[src/rtl/instr_encoder_loader_if.sv]
// Descriptor handshake and instruction-memory write bus for instr_encoder_loader.
//   in_valid/in_ready  descriptor handshake (source -> encoder)
//   in_kind..in_last   descriptor payload
//   imem_we/addr/wdata write request (encoder -> memory)
//   imem_ready         memory accepts the write when imem_we=1
// slave  : encoder side
// master : descriptor source and memory side (the environment)
interface instr_encoder_loader_if;
   logic        in_valid;
   logic        in_ready;
   logic [3:0]  in_kind;
   logic [4:0]  in_rd;
   logic [4:0]  in_rs1;
   logic [4:0]  in_rs2;
   logic [31:0] in_imm;
   logic        in_last;
   logic        imem_we;
   logic [31:0] imem_addr;
   logic [31:0] imem_wdata;
   logic        imem_ready;

   modport slave (
      input  in_valid, in_kind, in_rd, in_rs1, in_rs2, in_imm, in_last, imem_ready,
      output in_ready, imem_we, imem_addr, imem_wdata
   );

   modport master (
      output in_valid, in_kind, in_rd, in_rs1, in_rs2, in_imm, in_last, imem_ready,
      input  in_ready, imem_we, imem_addr, imem_wdata
   );
endinterface

[src/rtl/instr_encoder_loader.sv]
// Sequential RV32I encoder/loader. Takes instruction descriptors, encodes
// each into a 32-bit word and writes it to instruction memory at consecutive
// word addresses starting from base_addr.
// Ports:
//   clk, rst       clock, synchronous active-high reset
//   start          begin a session (honoured only when idle)
//   base_addr      first write address, low two bits forced to zero
//   bus            descriptor handshake + imem write bus (slave modport)
//   busy           session in progress
//   done           one-cycle pulse at session end
//   err, err_code  sticky error flag and first error code (01 kind, 10 imm, 11 overflow)
//   count          words written this session
module instr_encoder_loader #(
   parameter int MAX_WORDS = 256,
   parameter int CNT_W     = 9
) (
   input  logic                   clk,
   input  logic                   rst,
   input  logic                   start,
   input  logic [31:0]            base_addr,
   instr_encoder_loader_if.slave  bus,
   output logic                   busy,
   output logic                   done,
   output logic                   err,
   output logic [1:0]             err_code,
   output logic [CNT_W-1:0]       count
);

   localparam logic [31:0] NOP = 32'h0000_0013;

   typedef enum logic [1:0] {S_IDLE, S_ACCEPT, S_WRITE, S_DONE} state_t;

   state_t           state_q, state_d;
   logic [31:0]      addr_q, addr_d;
   logic [31:0]      word_q, word_d;
   logic             last_q, last_d;
   logic [CNT_W-1:0] count_q, count_d;
   logic             err_q, err_d;
   logic [1:0]       err_code_q, err_code_d;

   // ---------------- encoder ----------------
   logic [31:0] imm;
   logic [4:0]  rd, rs1, rs2;
   logic        ok_i, ok_b, ok_j, ok_u;
   logic [31:0] enc_word;
   logic [1:0]  enc_err;

   assign imm = bus.in_imm;
   assign rd  = bus.in_rd;
   assign rs1 = bus.in_rs1;
   assign rs2 = bus.in_rs2;

   // Immediate must be the sign extension of the bits the format can carry.
   assign ok_i = (&imm[31:11]) | ~(|imm[31:11]);
   assign ok_b = ((&imm[31:12]) | ~(|imm[31:12])) & ~imm[0];
   assign ok_j = ((&imm[31:20]) | ~(|imm[31:20])) & ~imm[0];
   assign ok_u = ~(|imm[11:0]);

   always_comb begin
      enc_word = NOP;
      enc_err  = 2'b00;
      case (bus.in_kind)
         4'd0: begin
            enc_word = {imm[11:0], rs1, 3'b010, rd, 7'b0000011};
            if (!ok_i) enc_err = 2'b10;
         end
         4'd1: begin
            enc_word = {imm[11:5], rs2, rs1, 3'b010, imm[4:0], 7'b0100011};
            if (!ok_i) enc_err = 2'b10;
         end
         4'd2: enc_word = {7'b0000000, rs2, rs1, 3'b000, rd, 7'b0110011};
         4'd3: enc_word = {7'b0100000, rs2, rs1, 3'b000, rd, 7'b0110011};
         4'd4: enc_word = {7'b0000000, rs2, rs1, 3'b111, rd, 7'b0110011};
         4'd5: enc_word = {7'b0000000, rs2, rs1, 3'b110, rd, 7'b0110011};
         4'd6: enc_word = {7'b0000000, rs2, rs1, 3'b010, rd, 7'b0110011};
         4'd7: begin
            enc_word = {imm[12], imm[10:5], rs2, rs1, 3'b000, imm[4:1], imm[11], 7'b1100011};
            if (!ok_b) enc_err = 2'b10;
         end
         4'd8: begin
            enc_word = {imm[11:0], rs1, 3'b000, rd, 7'b0010011};
            if (!ok_i) enc_err = 2'b10;
         end
         4'd9: begin
            enc_word = {imm[20], imm[10:1], imm[11], imm[19:12], rd, 7'b1101111};
            if (!ok_j) enc_err = 2'b10;
         end
         4'd10: begin
            enc_word = {imm[31:12], rd, 7'b0110111};
            if (!ok_u) enc_err = 2'b10;
         end
         default: enc_err = 2'b01;
      endcase
      // A rejected descriptor still occupies its slot so later code keeps its layout.
      if (enc_err != 2'b00) enc_word = NOP;
   end

   // ---------------- control ----------------
   logic [CNT_W-1:0] count_inc;
   assign count_inc = count_q + 1'b1;

   always_comb begin
      state_d    = state_q;
      addr_d     = addr_q;
      word_d     = word_q;
      last_d     = last_q;
      count_d    = count_q;
      err_d      = err_q;
      err_code_d = err_code_q;
      case (state_q)
         S_IDLE: begin
            if (start) begin
               addr_d     = {base_addr[31:2], 2'b00};
               count_d    = '0;
               err_d      = 1'b0;
               err_code_d = 2'b00;
               state_d    = S_ACCEPT;
            end
         end
         S_ACCEPT: begin
            if (bus.in_valid) begin
               word_d = enc_word;
               last_d = bus.in_last;
               if (enc_err != 2'b00) begin
                  err_d = 1'b1;
                  if (err_code_q == 2'b00) err_code_d = enc_err;
               end
               state_d = S_WRITE;
            end
         end
         S_WRITE: begin
            if (bus.imem_ready) begin
               addr_d  = addr_q + 32'd4;
               count_d = count_inc;
               if (last_q) begin
                  state_d = S_DONE;
               end else if (count_inc == CNT_W'(MAX_WORDS)) begin
                  err_d = 1'b1;
                  if (err_code_q == 2'b00) err_code_d = 2'b11;
                  state_d = S_DONE;
               end else begin
                  state_d = S_ACCEPT;
               end
            end
         end
         default: state_d = S_IDLE;
      endcase
   end

   always_ff @(posedge clk) begin
      if (rst) begin
         state_q    <= S_IDLE;
         addr_q     <= '0;
         word_q     <= '0;
         last_q     <= 1'b0;
         count_q    <= '0;
         err_q      <= 1'b0;
         err_code_q <= 2'b00;
      end else begin
         state_q    <= state_d;
         addr_q     <= addr_d;
         word_q     <= word_d;
         last_q     <= last_d;
         count_q    <= count_d;
         err_q      <= err_d;
         err_code_q <= err_code_d;
      end
   end

   // low address bits are intentionally discarded
   logic unused_base;
   assign unused_base = ^base_addr[1:0];

   assign bus.in_ready   = (state_q == S_ACCEPT);
   assign bus.imem_we    = (state_q == S_WRITE);
   assign bus.imem_addr  = addr_q;
   assign bus.imem_wdata = word_q;
   assign busy           = (state_q != S_IDLE);
   assign done           = (state_q == S_DONE);
   assign err            = err_q;
   assign err_code       = err_code_q;
   assign count          = count_q;

endmodule

[src/flat_wrapper.sv]
// flat-port wrapper written by rule: the top's interface ports become plain ports
module instr_encoder_loader_flat 
#(
   parameter int MAX_WORDS = 256,
   parameter int CNT_W     = 9
)
  (clk, rst, start, base_addr, busy, done, err, err_code, count, bus_in_valid, bus_in_kind, bus_in_rd, bus_in_rs1, bus_in_rs2, bus_in_imm, bus_in_last, bus_imem_ready, bus_in_ready, bus_imem_we, bus_imem_addr, bus_imem_wdata);
  instr_encoder_loader_if bus_i ();
  input  logic clk;
  input  logic rst;
  input  logic start;
  input  logic [31:0] base_addr;
  output logic busy;
  output logic done;
  output logic err;
  output logic [1:0] err_code;
  output logic [CNT_W-1:0] count;
  input wire logic [$bits(bus_i.in_valid)-1:0] bus_in_valid;
  input wire logic [$bits(bus_i.in_kind)-1:0] bus_in_kind;
  input wire logic [$bits(bus_i.in_rd)-1:0] bus_in_rd;
  input wire logic [$bits(bus_i.in_rs1)-1:0] bus_in_rs1;
  input wire logic [$bits(bus_i.in_rs2)-1:0] bus_in_rs2;
  input wire logic [$bits(bus_i.in_imm)-1:0] bus_in_imm;
  input wire logic [$bits(bus_i.in_last)-1:0] bus_in_last;
  input wire logic [$bits(bus_i.imem_ready)-1:0] bus_imem_ready;
  output wire logic [$bits(bus_i.in_ready)-1:0] bus_in_ready;
  output wire logic [$bits(bus_i.imem_we)-1:0] bus_imem_we;
  output wire logic [$bits(bus_i.imem_addr)-1:0] bus_imem_addr;
  output wire logic [$bits(bus_i.imem_wdata)-1:0] bus_imem_wdata;
  assign bus_i.in_valid = bus_in_valid;
  assign bus_i.in_kind = bus_in_kind;
  assign bus_i.in_rd = bus_in_rd;
  assign bus_i.in_rs1 = bus_in_rs1;
  assign bus_i.in_rs2 = bus_in_rs2;
  assign bus_i.in_imm = bus_in_imm;
  assign bus_i.in_last = bus_in_last;
  assign bus_i.imem_ready = bus_imem_ready;
  assign bus_in_ready = bus_i.in_ready;
  assign bus_imem_we = bus_i.imem_we;
  assign bus_imem_addr = bus_i.imem_addr;
  assign bus_imem_wdata = bus_i.imem_wdata;
  instr_encoder_loader #(.MAX_WORDS(MAX_WORDS), .CNT_W(CNT_W)) u_core (.clk(clk), .rst(rst), .start(start), .base_addr(base_addr), .bus(bus_i), .busy(busy), .done(done), .err(err), .err_code(err_code), .count(count));
endmodule
[config.mk]
export PLATFORM = sky130hd
export DESIGN_NAME = instr_encoder_loader_flat
export DESIGN_NICKNAME = d
export VERILOG_FILES = /design/src/rtl/instr_encoder_loader_if.sv /design/src/rtl/instr_encoder_loader.sv /design/src/flat_wrapper.sv
export SDC_FILE = /design/constraint.sdc
export NUM_CORES = 1
export LEC_CHECK = 0
export CORE_MARGIN = 5
export CORE_UTILIZATION = 46
export DETAILED_ROUTE_END_ITERATION = 8
export PLACE_DENSITY = 0.83
export RECOVER_POWER = 50
export SLEW_MARGIN = 20
export SYNTH_ARGS = -nofsm -noshare
export SYNTH_HDL_FRONTEND = slang
export SYNTH_SLANG_ARGS = --single-unit
[constraint.sdc]
create_clock -name clk -period 2.5 [get_ports clk]
set_input_delay 0.5 -clock clk [delete_from_list [all_inputs] [get_ports clk]]
set_output_delay 0.5 -clock clk [all_outputs]
set_load 0.02 [all_outputs]
### After elaboration in Yosys (flattened, before gate mapping)

Cells that the tools add are included.
Widths: inputs -> output; s select.

* flip-flop bits (word level): 79
* input port bits: 89
* output and inout bits: 80
* word-level logic and storage cells: 96

* add/subtract/negate cells: 2
* eq/ne operators: 22
* muxes and demuxes: 35
* bitwise operators: 9
* reductions and logical operators: 21

Operators by type and width (number)
* $pmux 32 s11: 1
* $mux 32: 3
* $pmux 32 s2: 1
* $mux 2: 17
* $add 32x3->32 const B: 1
* $reduce_or 12->1: 2
* $reduce_and 21->1: 1
* $reduce_or 21->1: 1
* $reduce_and 20->1: 1
* $reduce_or 20->1: 1
* $mux 9: 2
* $pmux 9 s2: 1
* $eq 4x3->1 const B: 4
* $eq 4x4->1 const B: 3
* $pmux 2 s3: 2
* $reduce_and 12->1: 1
* $pmux 2 s5: 1
* $add 9x1->9 const B: 1
* $eq 9x9->1 const B: 1
* $reduce_and 9->1: 1
* $eq 4x2->1 const B: 2
* $ne 2x1->1 const B: 4
* $ne 2x2->1 const B: 4
* $reduce_and 7->1: 1
* other kinds (16): 32

### Depth between registers and ports, before layout

* depth after elaboration: 10
* gate-level depth with buffers: 10

### Worst setup path after synthesis

OpenSTA, ideal clock, no wires.

* path kind: register to register
* start: register u_core.addr_q[16], in the netlist u_core.bus.imem_addr[16]
* end: register u_core.addr_q[26], in the netlist u_core.bus.imem_addr[26]
* library setup time: 0.114 ns
* arrival time: 2.199 ns
* required time: 2.386 ns
* setup slack: 0.186 ns
* stages on the path, launching flop included: 8
* cells stage by stage: dfxtp_1 nand3_2 or4b_4 or4_4 nor2_2 o21ai_0 o2bb2ai_1 and2b_1

* longest elaborated chain between the ends: 3

Ends and longest elaborated chain
* start, declared: RTL line instr_encoder_loader.sv:34 `logic [31:0] addr_q, addr_d;`
* start signal, assigned: RTL line instr_encoder_loader.sv:161 `addr_q <= addr_d;`
* $add 32x3->32: RTL line instr_encoder_loader.sv:133 `addr_d = addr_q + 32'd4;`
* $mux 32: RTL line instr_encoder_loader.sv:132 `if (bus.imem_ready) begin`
* $pmux 32 s2: RTL line instr_encoder_loader.sv:110 `case (state_q)`

No other way between the ends. The select of a mux whose other input is x is not followed.
A chain may end at the register's enable or synchronous reset.

### Worst setup path in the final report

* start: input port bus_in_imm[27]
* end: register u_core.err_code_q[0], in the netlist u_core.err_code[0]

* longest elaborated chain between the ends: 9
* elaborated cells between the ends (all ways): 21

Ends and longest elaborated chain
* start, declared: RTL line flat_wrapper.sv:23 `input wire logic [$bits(bus_i.in_imm)-1:0] bus_in_imm;`
* $reduce_or 20->1 or $reduce_or 12->1 (tied branches): RTL line instr_encoder_loader.sv:55, instr_encoder_loader.sv:56
* $not 1->1 (on tied branches): RTL line instr_encoder_loader.sv:55, instr_encoder_loader.sv:56
* $or 1x1->1 (on tied branches): RTL line instr_encoder_loader.sv:55, instr_encoder_loader.sv:56
* $and 1x1->1 (on tied branches): RTL line instr_encoder_loader.sv:55, instr_encoder_loader.sv:56
* $mux 2 (on tied branches): RTL line instr_encoder_loader.sv:78, instr_encoder_loader.sv:86
* $pmux 2 s5 (*): RTL line instr_encoder_loader.sv:62 `case (bus.in_kind)`
* $reduce_bool 2->1 (*): RTL line instr_encoder_loader.sv:124 `if (enc_err != 2'b00) begin`
* $ne 2x1->1 (no line) (*)
* $reduce_and 9->1 (no line) (*)
* end signal, assigned: RTL line instr_encoder_loader.sv:166 `err_code_q <= err_code_d;`
* end, declared: RTL line instr_encoder_loader.sv:39 `logic [1:0] err_code_q, err_code_d;`

Every way passes the cells marked *; elsewhere a longest branch is shown, timed or not.

==> flow_results.xml <==
<?xml version="1.0" encoding="UTF-8"?>
<metrics>
  <group name="timing">
    <metric name="period_needed" unit="ns">2.49</metric>
    <metric name="worst-slew-pin-transition" unit="ns">1.07</metric>
    <metric name="fmax" unit="MHz">401</metric>
    <metric name="finalSetupViolCount" unit="">0</metric>
    <metric name="timing.final.hold_violations" unit="">0</metric>
    <metric name="final.setup_skew" unit="ns">0.0112</metric>
    <metric name="timing.final.crit_share" unit="%">99.7</metric>
    <metric name="report.final.slew_viol_count" unit="">0</metric>
    <metric name="max-slew-margin-rel" unit="%">29.0</metric>
  </group>
  <group name="synthesis">
    <metric name="synth_area_leaders" unit="">sky130_fd_sc_hd__dfxtp_1, sky130_fd_sc_hd__a21oi_1, sky130_fd_sc_hd__nand2_1</metric>
    <metric name="asyncSetResetFlopFracSynth" unit="%">0</metric>
    <metric name="synth_area" unit="um^2">4710</metric>
    <metric name="netlist-cell-type-count" unit="">60</metric>
    <metric name="synth_edf_count" unit="">0</metric>
    <metric name="synth-seq-area-share" unit="%">32.3</metric>
    <metric name="synthCells" unit="">643</metric>
    <metric name="area_share_of_the_largest_cell_type_after_synthesis" unit="%">32.3</metric>
    <metric name="synth_top_flop_cell" unit="">sky130_fd_sc_hd__dfxtp_1</metric>
    <metric name="ys_warn_count" unit="">0</metric>
    <metric name="synth_seq_cells" unit="">76</metric>
    <metric name="syn_area_per_cell" unit="um^2">7.32</metric>
    <metric name="largest_area_contributor_in_the_netlist" unit="">sky130_fd_sc_hd__dfxtp_1</metric>
  </group>
  <group name="floorplanning">
    <metric name="core-area" unit="um^2">10100</metric>
    <metric name="floorplan.die.height" unit="um">111</metric>
    <metric name="row_count" unit="">37</metric>
    <metric name="pin_count" unit="">169</metric>
    <metric name="fp.dieW" unit="um">111</metric>
    <metric name="die_area" unit="um^2">12400</metric>
    <metric name="initial_utilization" unit="%">46.4</metric>
  </group>
  <group name="placed_design">
    <metric name="port-buffer-count" unit="">164</metric>
    <metric name="placement.cell_area" unit="um^2">7010</metric>
    <metric name="dp.final_hpwl" unit="um">12900</metric>
    <metric name="numPlacedInstances" unit="">983</metric>
    <metric name="gp_congestion" unit="">0.946</metric>
  </group>
  <group name="worst_setup_path">
    <metric name="cp_slowest_cell" unit="">sky130_fd_sc_hd__clkdlybuf4s50_1</metric>
    <metric name="worstPathCellList" unit="">clkdlybuf4s50_1 -&gt; nor4_2 -&gt; nand3_2 -&gt; o31ai_2 -&gt; o211ai_1 -&gt; o311a_1 -&gt; nand2_1 -&gt; mux2_2</metric>
    <metric name="worstPathArrival" unit="ns">2.74</metric>
    <metric name="type_of_origin_of_the_critical_path" unit="">input pin</metric>
    <metric name="critPathMaxFanout" unit="">3</metric>
    <metric name="setup.worst_path.end_class" unit="">flip-flop</metric>
    <metric name="timing.setup.critical_path_class" unit="">input pin to flip-flop</metric>
    <metric name="rr_startpoint" unit="">u_core.bus.imem_addr[14]</metric>
    <metric name="worst_endpoint_required_time" unit="ns">2.75</metric>
    <metric name="reg2regPathDepth" unit="">7</metric>
    <metric name="cpPeakStageDelay" unit="ns">0.46</metric>
    <metric name="timing.reg2reg.setup_slack" unit="ns">0.15</metric>
    <metric name="timing.rr.end" unit="">u_core.bus.imem_addr[26]</metric>
  </group>
  <group name="routing">
    <metric name="wire_per_inst" unit="um">17.1</metric>
    <metric name="dr.max_layer_used" unit="">met4</metric>
    <metric name="wl_met2" unit="um">8310</metric>
    <metric name="drc_errors" unit="">0</metric>
    <metric name="via_density_per_instance" unit="">5.89</metric>
    <metric name="detail_route.wirelength" unit="um">17200</metric>
    <metric name="vias" unit="">5906</metric>
    <metric name="m1WireLength" unit="um">7060</metric>
    <metric name="firstDrtPassIters" unit="">7</metric>
    <metric name="antenna_left" unit="">0</metric>
    <metric name="detail_route.iter0.violations" unit="">413</metric>
    <metric name="routed-wl-met3" unit="um">1430</metric>
  </group>
  <group name="global_routing">
    <metric name="first_global_vias" unit="">5756</metric>
    <metric name="largest_net_degree_at_the_start_of_global_routing" unit="">57</metric>
    <metric name="wire_length_of_the_first_global_routing_pass" unit="um">27400</metric>
    <metric name="antenna_found_initial" unit="">0</metric>
    <metric name="aggregate_global_routing_overflow" unit="">0</metric>
    <metric name="groute.usage.overall" unit="%">26.4</metric>
  </group>
  <group name="final_layout">
    <metric name="mostFrequentLayoutCell" unit="">sky130_fd_sc_hd__buf_4</metric>
    <metric name="nets" unit="">956</metric>
    <metric name="diodes" unit="">0</metric>
    <metric name="multi_input_area" unit="um^2">3050</metric>
    <metric name="finish.utilization" unit="%">73.1</metric>
    <metric name="layout_cells_sized_above_1" unit="%">15.8</metric>
    <metric name="fin_cells" unit="">1002</metric>
    <metric name="most-common-layout-cells" unit="">sky130_fd_sc_hd__buf_4, sky130_fd_sc_hd__clkdlybuf4s50_1, sky130_fd_sc_hd__dfxtp_1, sky130_fd_sc_hd__dlygate4sd3_1, sky130_fd_sc_hd__a21oi_1</metric>
    <metric name="final_cell_area" unit="um^2">7410</metric>
    <metric name="regArea" unit="um^2">1520</metric>
    <metric name="syn_to_final_growth" unit="%">57.4</metric>
    <metric name="layout.filler_cells" unit="">772</metric>
  </group>
  <group name="clock_network">
    <metric name="h_tree_levels" unit="">3</metric>
    <metric name="hold_fix_buffer_count_after_cts" unit="">0</metric>
    <metric name="tritoncts_clock_tree" unit="">built</metric>
    <metric name="cell_at_the_root_of_the_clock_tree" unit="">sky130_fd_sc_hd__clkbuf_8</metric>
    <metric name="cts-root-to-sink-buffers" unit="">2</metric>
    <metric name="tritoncts_buffer_count" unit="">9</metric>
    <metric name="worstSkewPairLatency" unit="ns">0.36</metric>
    <metric name="clkTransAtPathRegs" unit="ns">0.08</metric>
    <metric name="numClockSinks" unit="">76</metric>
  </group>
  <group name="pwr">
    <metric name="netSwitchingPower" unit="W">0.00230</metric>
    <metric name="cellLeakagePower" unit="nW">3.07</metric>
    <metric name="vdd.ir_drop.worst" unit="mV">0.501</metric>
    <metric name="p_per_area" unit="nW/um^2">749</metric>
    <metric name="total_power" unit="W">0.00555</metric>
    <metric name="pwr-share-clk" unit="%">19.1</metric>
    <metric name="switching_share" unit="%">41.5</metric>
    <metric name="logic_pwr_share" unit="%">50.0</metric>
    <metric name="power.sequential.fraction" unit="%">30.8</metric>
    <metric name="internal_power" unit="W">0.00324</metric>
  </group>
  <group name="job">
    <metric name="timing.max_cap.violations" unit="">0</metric>
  </group>
  <group name="min_path">
    <metric name="hold_path_class" unit="">flip-flop to flip-flop</metric>
    <metric name="hold_path_startpoint" unit="">u_core.bus.imem_wdata[5]</metric>
    <metric name="worst_hold_path.endpoint" unit="">u_core.bus.imem_wdata[5]</metric>
    <metric name="hold-path-cell-count" unit="">2</metric>
  </group>
  <group name="outcome">
    <metric name="status" unit="">finished clean</metric>
  </group>
</metrics>
cell usage after synthesis, types with 15 or more instances:
library cell,count
sky130_fd_sc_hd__a21oi_1,69
sky130_fd_sc_hd__a22oi_1,26
sky130_fd_sc_hd__clkbuf_1,39
sky130_fd_sc_hd__dfxtp_1,76
sky130_fd_sc_hd__inv_1,16
sky130_fd_sc_hd__nand2_1,63
sky130_fd_sc_hd__nand3_1,26
sky130_fd_sc_hd__nor2_1,61
sky130_fd_sc_hd__nor2b_1,15
sky130_fd_sc_hd__nor3_1,30
sky130_fd_sc_hd__nor4_1,16
sky130_fd_sc_hd__o21ai_0,35
what timing repair did:
action / in CTS / in global routing
gates resized for setup: 4 / 26
setup buffers: 0 / 3
pin swaps: 2 / 10
setup endpoints to repair: 21 / 31
final cells by class:
class,count,area share [%]
Clock buffer,10,1.86
Clock inverter,6,1.17
Timing Repair Buffer,256,32.2
Inverter,17,0.861
Tap cell,136,2.30
Multi-Input combinational cell,501,41.1
Sequential cell,76,20.5
stage by stage:
stage / hold slack (ns) / setup slack [ns] / setup TNS [ns]
2_1_floorplan: 0.449 / 0.186 / 0
3_3_place_gp: 0.455 / -0.347 / -8.59
3_5_place_dp: 0.465 / -0.471 / -12.55
4_1_cts: 0.476 / 0.00632 / 0
5_1_grt: 0.499 / -0.0473 / -0.126
6_report: 0.467 / 0.00843 / 0
layer usage:
layer	vias up	track usage, %
met5	-	0
met4	0	7.38
met3	39	7.64
met2	316	44.7
met1	2728	32.7
li1	2823	-
worst max-delay path, delay by kind of cell:
kind            cells  cell delay [ns]
compound gates      3             0.79
buf+inv             1             0.46
mux                 1             0.33
simple gates        3             0.65
cells by family after synthesis:
group	count (synthesis)	share of synthesized area, %
adder cells (fa/ha/maj)	6	1.60
other	1	0.0797
AND/OR/NAND/NOR	267	28.7
buffers and inverters	67	5.69
flip-flops	76	32.3
multiplexers	12	2.58
AO/OA/AOI/OAI	214	29.1
registers in the layout, indices dropped and copies added (netlist names):
name / count
u_core.bus.imem_wdata: 31
u_core.state_q: 2
u_core.err: 1
u_core.count: 9
u_core.err_code: 2
u_core.bus.imem_addr: 30
u_core.last_q: 1
worst max path at each step:
stage	from	depth (start not counted)	slack (ns)	to
2_1_floorplan	u_core.bus.imem_addr[16]	7	0.19	u_core.bus.imem_addr[26]
4_1_cts	bus_in_imm[31]	12	0.006	u_core.bus.imem_wdata[18]
3_5_place_dp	bus_in_imm[21]	11	-0.47	u_core.bus.imem_wdata[18]
6_report	bus_in_imm[27]	8	0.008	u_core.err_code[0]
3_3_place_gp	bus_in_imm[31]	9	-0.35	u_core.err_code[0]
5_1_grt	bus_in_imm[27]	11	-0.05	u_core.bus.imem_wdata[18]
power groups by stage:
stage                     Clock [W]  Combinational [W]  Sequential [W]
after detailed placement          0            0.00279         0.00174
after global routing        0.00114            0.00301         0.00174
after CTS                   0.00107            0.00281         0.00171
final                       0.00106            0.00278         0.00171
after global placement            0            0.00269         0.00172
after floorplan                   0            0.00127         0.00199
Power figures use the tool's default switching activity.
==> patch, RTL diff (config.mk and constraints unchanged) <==
`MAX_WORDS` is set to 256 in 2 places; all go to 128.
--- a/src/rtl/instr_encoder_loader.sv
+++ b/src/rtl/instr_encoder_loader.sv
@@ -11,7 +11,7 @@
 //   err, err_code  sticky error flag and first error code (01 kind, 10 imm, 11 overflow)
 //   count          words written this session
 module instr_encoder_loader #(
-   parameter int MAX_WORDS = 256,
+   parameter int MAX_WORDS = 128,
    parameter int CNT_W     = 9
 ) (
    input  logic                   clk,
--- a/src/flat_wrapper.sv
+++ b/src/flat_wrapper.sv
@@ -1,7 +1,7 @@
 // flat-port wrapper written by rule: the top's interface ports become plain ports
 module instr_encoder_loader_flat 
 #(
-   parameter int MAX_WORDS = 256,
+   parameter int MAX_WORDS = 128,
    parameter int CNT_W     = 9
 )
   (clk, rst, start, base_addr, busy, done, err, err_code, count, bus_in_valid, bus_in_kind, bus_in_rd, bus_in_rs1, bus_in_rs2, bus_in_imm, bus_in_last, bus_imem_ready, bus_in_ready, bus_imem_we, bus_imem_addr, bus_imem_wdata);
Check against the original RTL: same outputs for any inputs over 4 cycles, from zero or initial values and one cycle with rst high; that may be too few to reach the edited logic, so the function may still have changed.
==> patch against the unedited design <==
- worst setup slack improved by 0.17 ns
- power about the same
- combinational power decreased by 4%
- synthesized area increased by 1.4%
- routed wire length shrank 2.0%
- final area is 3.3% lower
- sequential cell count unchanged
- die area up 1.2%
- critical path type unchanged
- largest cell class unchanged
==> patch: results (changes against the unedited design) <==
result of the run finished clean; setup fix buffers added after clock tree synthesis 0 (unchanged); Worst path top cell family by delay buffers and inverters; Cell Area, Placed 0.00693 mm2 (-1.2%); clock tree buffer depth 2 (unchanged); overall track demand over capacity in global routing 26.1% (-0.28 points); Max-Slew Margin vs Limit 58.7% (+30 points); share of final-layout standard cells stronger than drive strength 1 12.5% (-3.3 points); maximum single-stage delay on the critical path 0.59 ns (+0.13 ns); number of cells in the design after placement 989 (+0.61%); starting utilization of the core area 46.6% (+0.20 points); number of warnings reported in the yosys synthesis log 0 (unchanged); maximum number of pins on one net before global-route repair 49 (-14%); total leakage power 2.84 nW (-7.6%); H-Tree Depth 3 (unchanged); Root Buffer sky130_fd_sc_hd__clkbuf_8; routability-driven placement congestion ratio 0.913 (-3.4%); number of diodes 0 (unchanged); cts bufs inserted 9 (unchanged); Switching Share 40.9% (-0.64 points); instance count of the mapped netlist 664 (+3.3%); critical path data arrival time 2.59 ns (-0.15 ns); final standard cell count with taps included and fillers excluded 1005 (+0.30%); final net count 959 (+0.31%); commonest cells in the synthesized netlist sky130_fd_sc_hd__a21oi_1 (80), sky130_fd_sc_hd__dfxtp_1 (76), sky130_fd_sc_hd__nand2_1 (76), sky130_fd_sc_hd__nor2_1 (61), sky130_fd_sc_hd__o21ai_0 (58); Detail Route Antenna Nets 0 (unchanged); pre-CTS worst setup slack -0.159 ns (+0.312 ns); routed wire length 16800 um (-2.0%); number of instances resized during post-cts repair 0 (-4); post-CTS clock slew at the launch and capture registers of the worst setup and hold paths 0.08 ns (about the same); number of flip-flops under the largest register name 31 (unchanged); first-pass GRT wire length 27500 um (+0.23%); DR iter-0 viols 390 (-5.6%); number of antenna violations at the first check in global routing 0 (unchanged); Unique masters post-synth 59 (-1.7%); fraction of the yosys area taken by sequential cells 31.9% (-0.43 points); crit-path max FO 15 (+12); classification of the worst-slack hold path flip-flop to flip-flop; worst vdd ir 0.000530 V (+5.8%); setup violators final 0 (unchanged); clock latency at the later pin of the worst-skew pair 0.36 ns (about the same); Detailed Place HPWL 12900 um (-0.37%); number of global-route vias before repair 5803 (+0.82%); top cells by area in the synthesized netlist sky130_fd_sc_hd__dfxtp_1 (32%), sky130_fd_sc_hd__a21oi_1 (8.4%), sky130_fd_sc_hd__o21ai_0 (6.1%); Fin Clk Skew 0.0168 ns (+0.00562 ns); routed via count divided by cell count 5.83 (-1.0%); Synth async-reset ratio 0% (unchanged); Pre-antenna DRT Iters 6 (-1)
## patch: cell type report
class	instances	area (um2)
timing repair buffer	234	2180
sequential	76	1520
clock buffer	10	128
multi-input combinational	529	3000
tap	136	170
fill	830	3070
inverter	14	52.6
clock inverter	6	113
## patch: power by group through the flow
stage,combinational (mW),clock (mW),sequential (mW)
floorplan,1.27,0,1.98
global placement,2.65,0,1.74
detailed placement,2.72,0,1.76
CTS,2.73,1.17,1.74
global route,2.88,1.22,1.78
finish,2.66,1.15,1.74
## patch: metal layers
metal  vias to the layer above  GRT usage [%]  wire, um
met5                         -              0         0
met4                         0           12.2       541
met3                        42           7.66      1650
met2                       328           44.8      7940
met1                      2672           29.8      6680
li1                       2821              -         -
## patch: final timing paths
| kind | from | endpoint | slack [ns] | cells past startpoint |
|---|---|---|---|---|
| min reg2reg | u_core.bus.imem_wdata[6] | u_core.bus.imem_wdata[6] | 0.45 | 2 |
| min | u_core.bus.imem_wdata[6] | u_core.bus.imem_wdata[6] | 0.45 | 2 |
| max reg2reg | u_core.state_q[0] | u_core.bus.imem_addr[21] | 0.19 | 9 |
| max | bus_in_kind[3] | u_core.bus.imem_wdata[2] | 0.18 | 8 |
## patch: worst min-delay path, delay by kind of cell (launching register included)
family | cells | cell delay, ns
AND/OR/NAND/NOR | 1 | 0.04
flip-flops | 1 | 0.32
AO/OA/AOI/OAI | 1 | 0.05
## patch: logic make-up after synthesis
| kind of cell | share of synthesized area [%] |
|---|---|
| AO/OA/AOI/OAI | 29.6 |
| other | 0.0786 |
| adder cells (fa/ha/maj) | 1.57 |
| multiplexers | 1.50 |
| buffers and inverters | 5.54 |
| flip-flops | 31.9 |
| AND/OR/NAND/NOR | 29.8 |
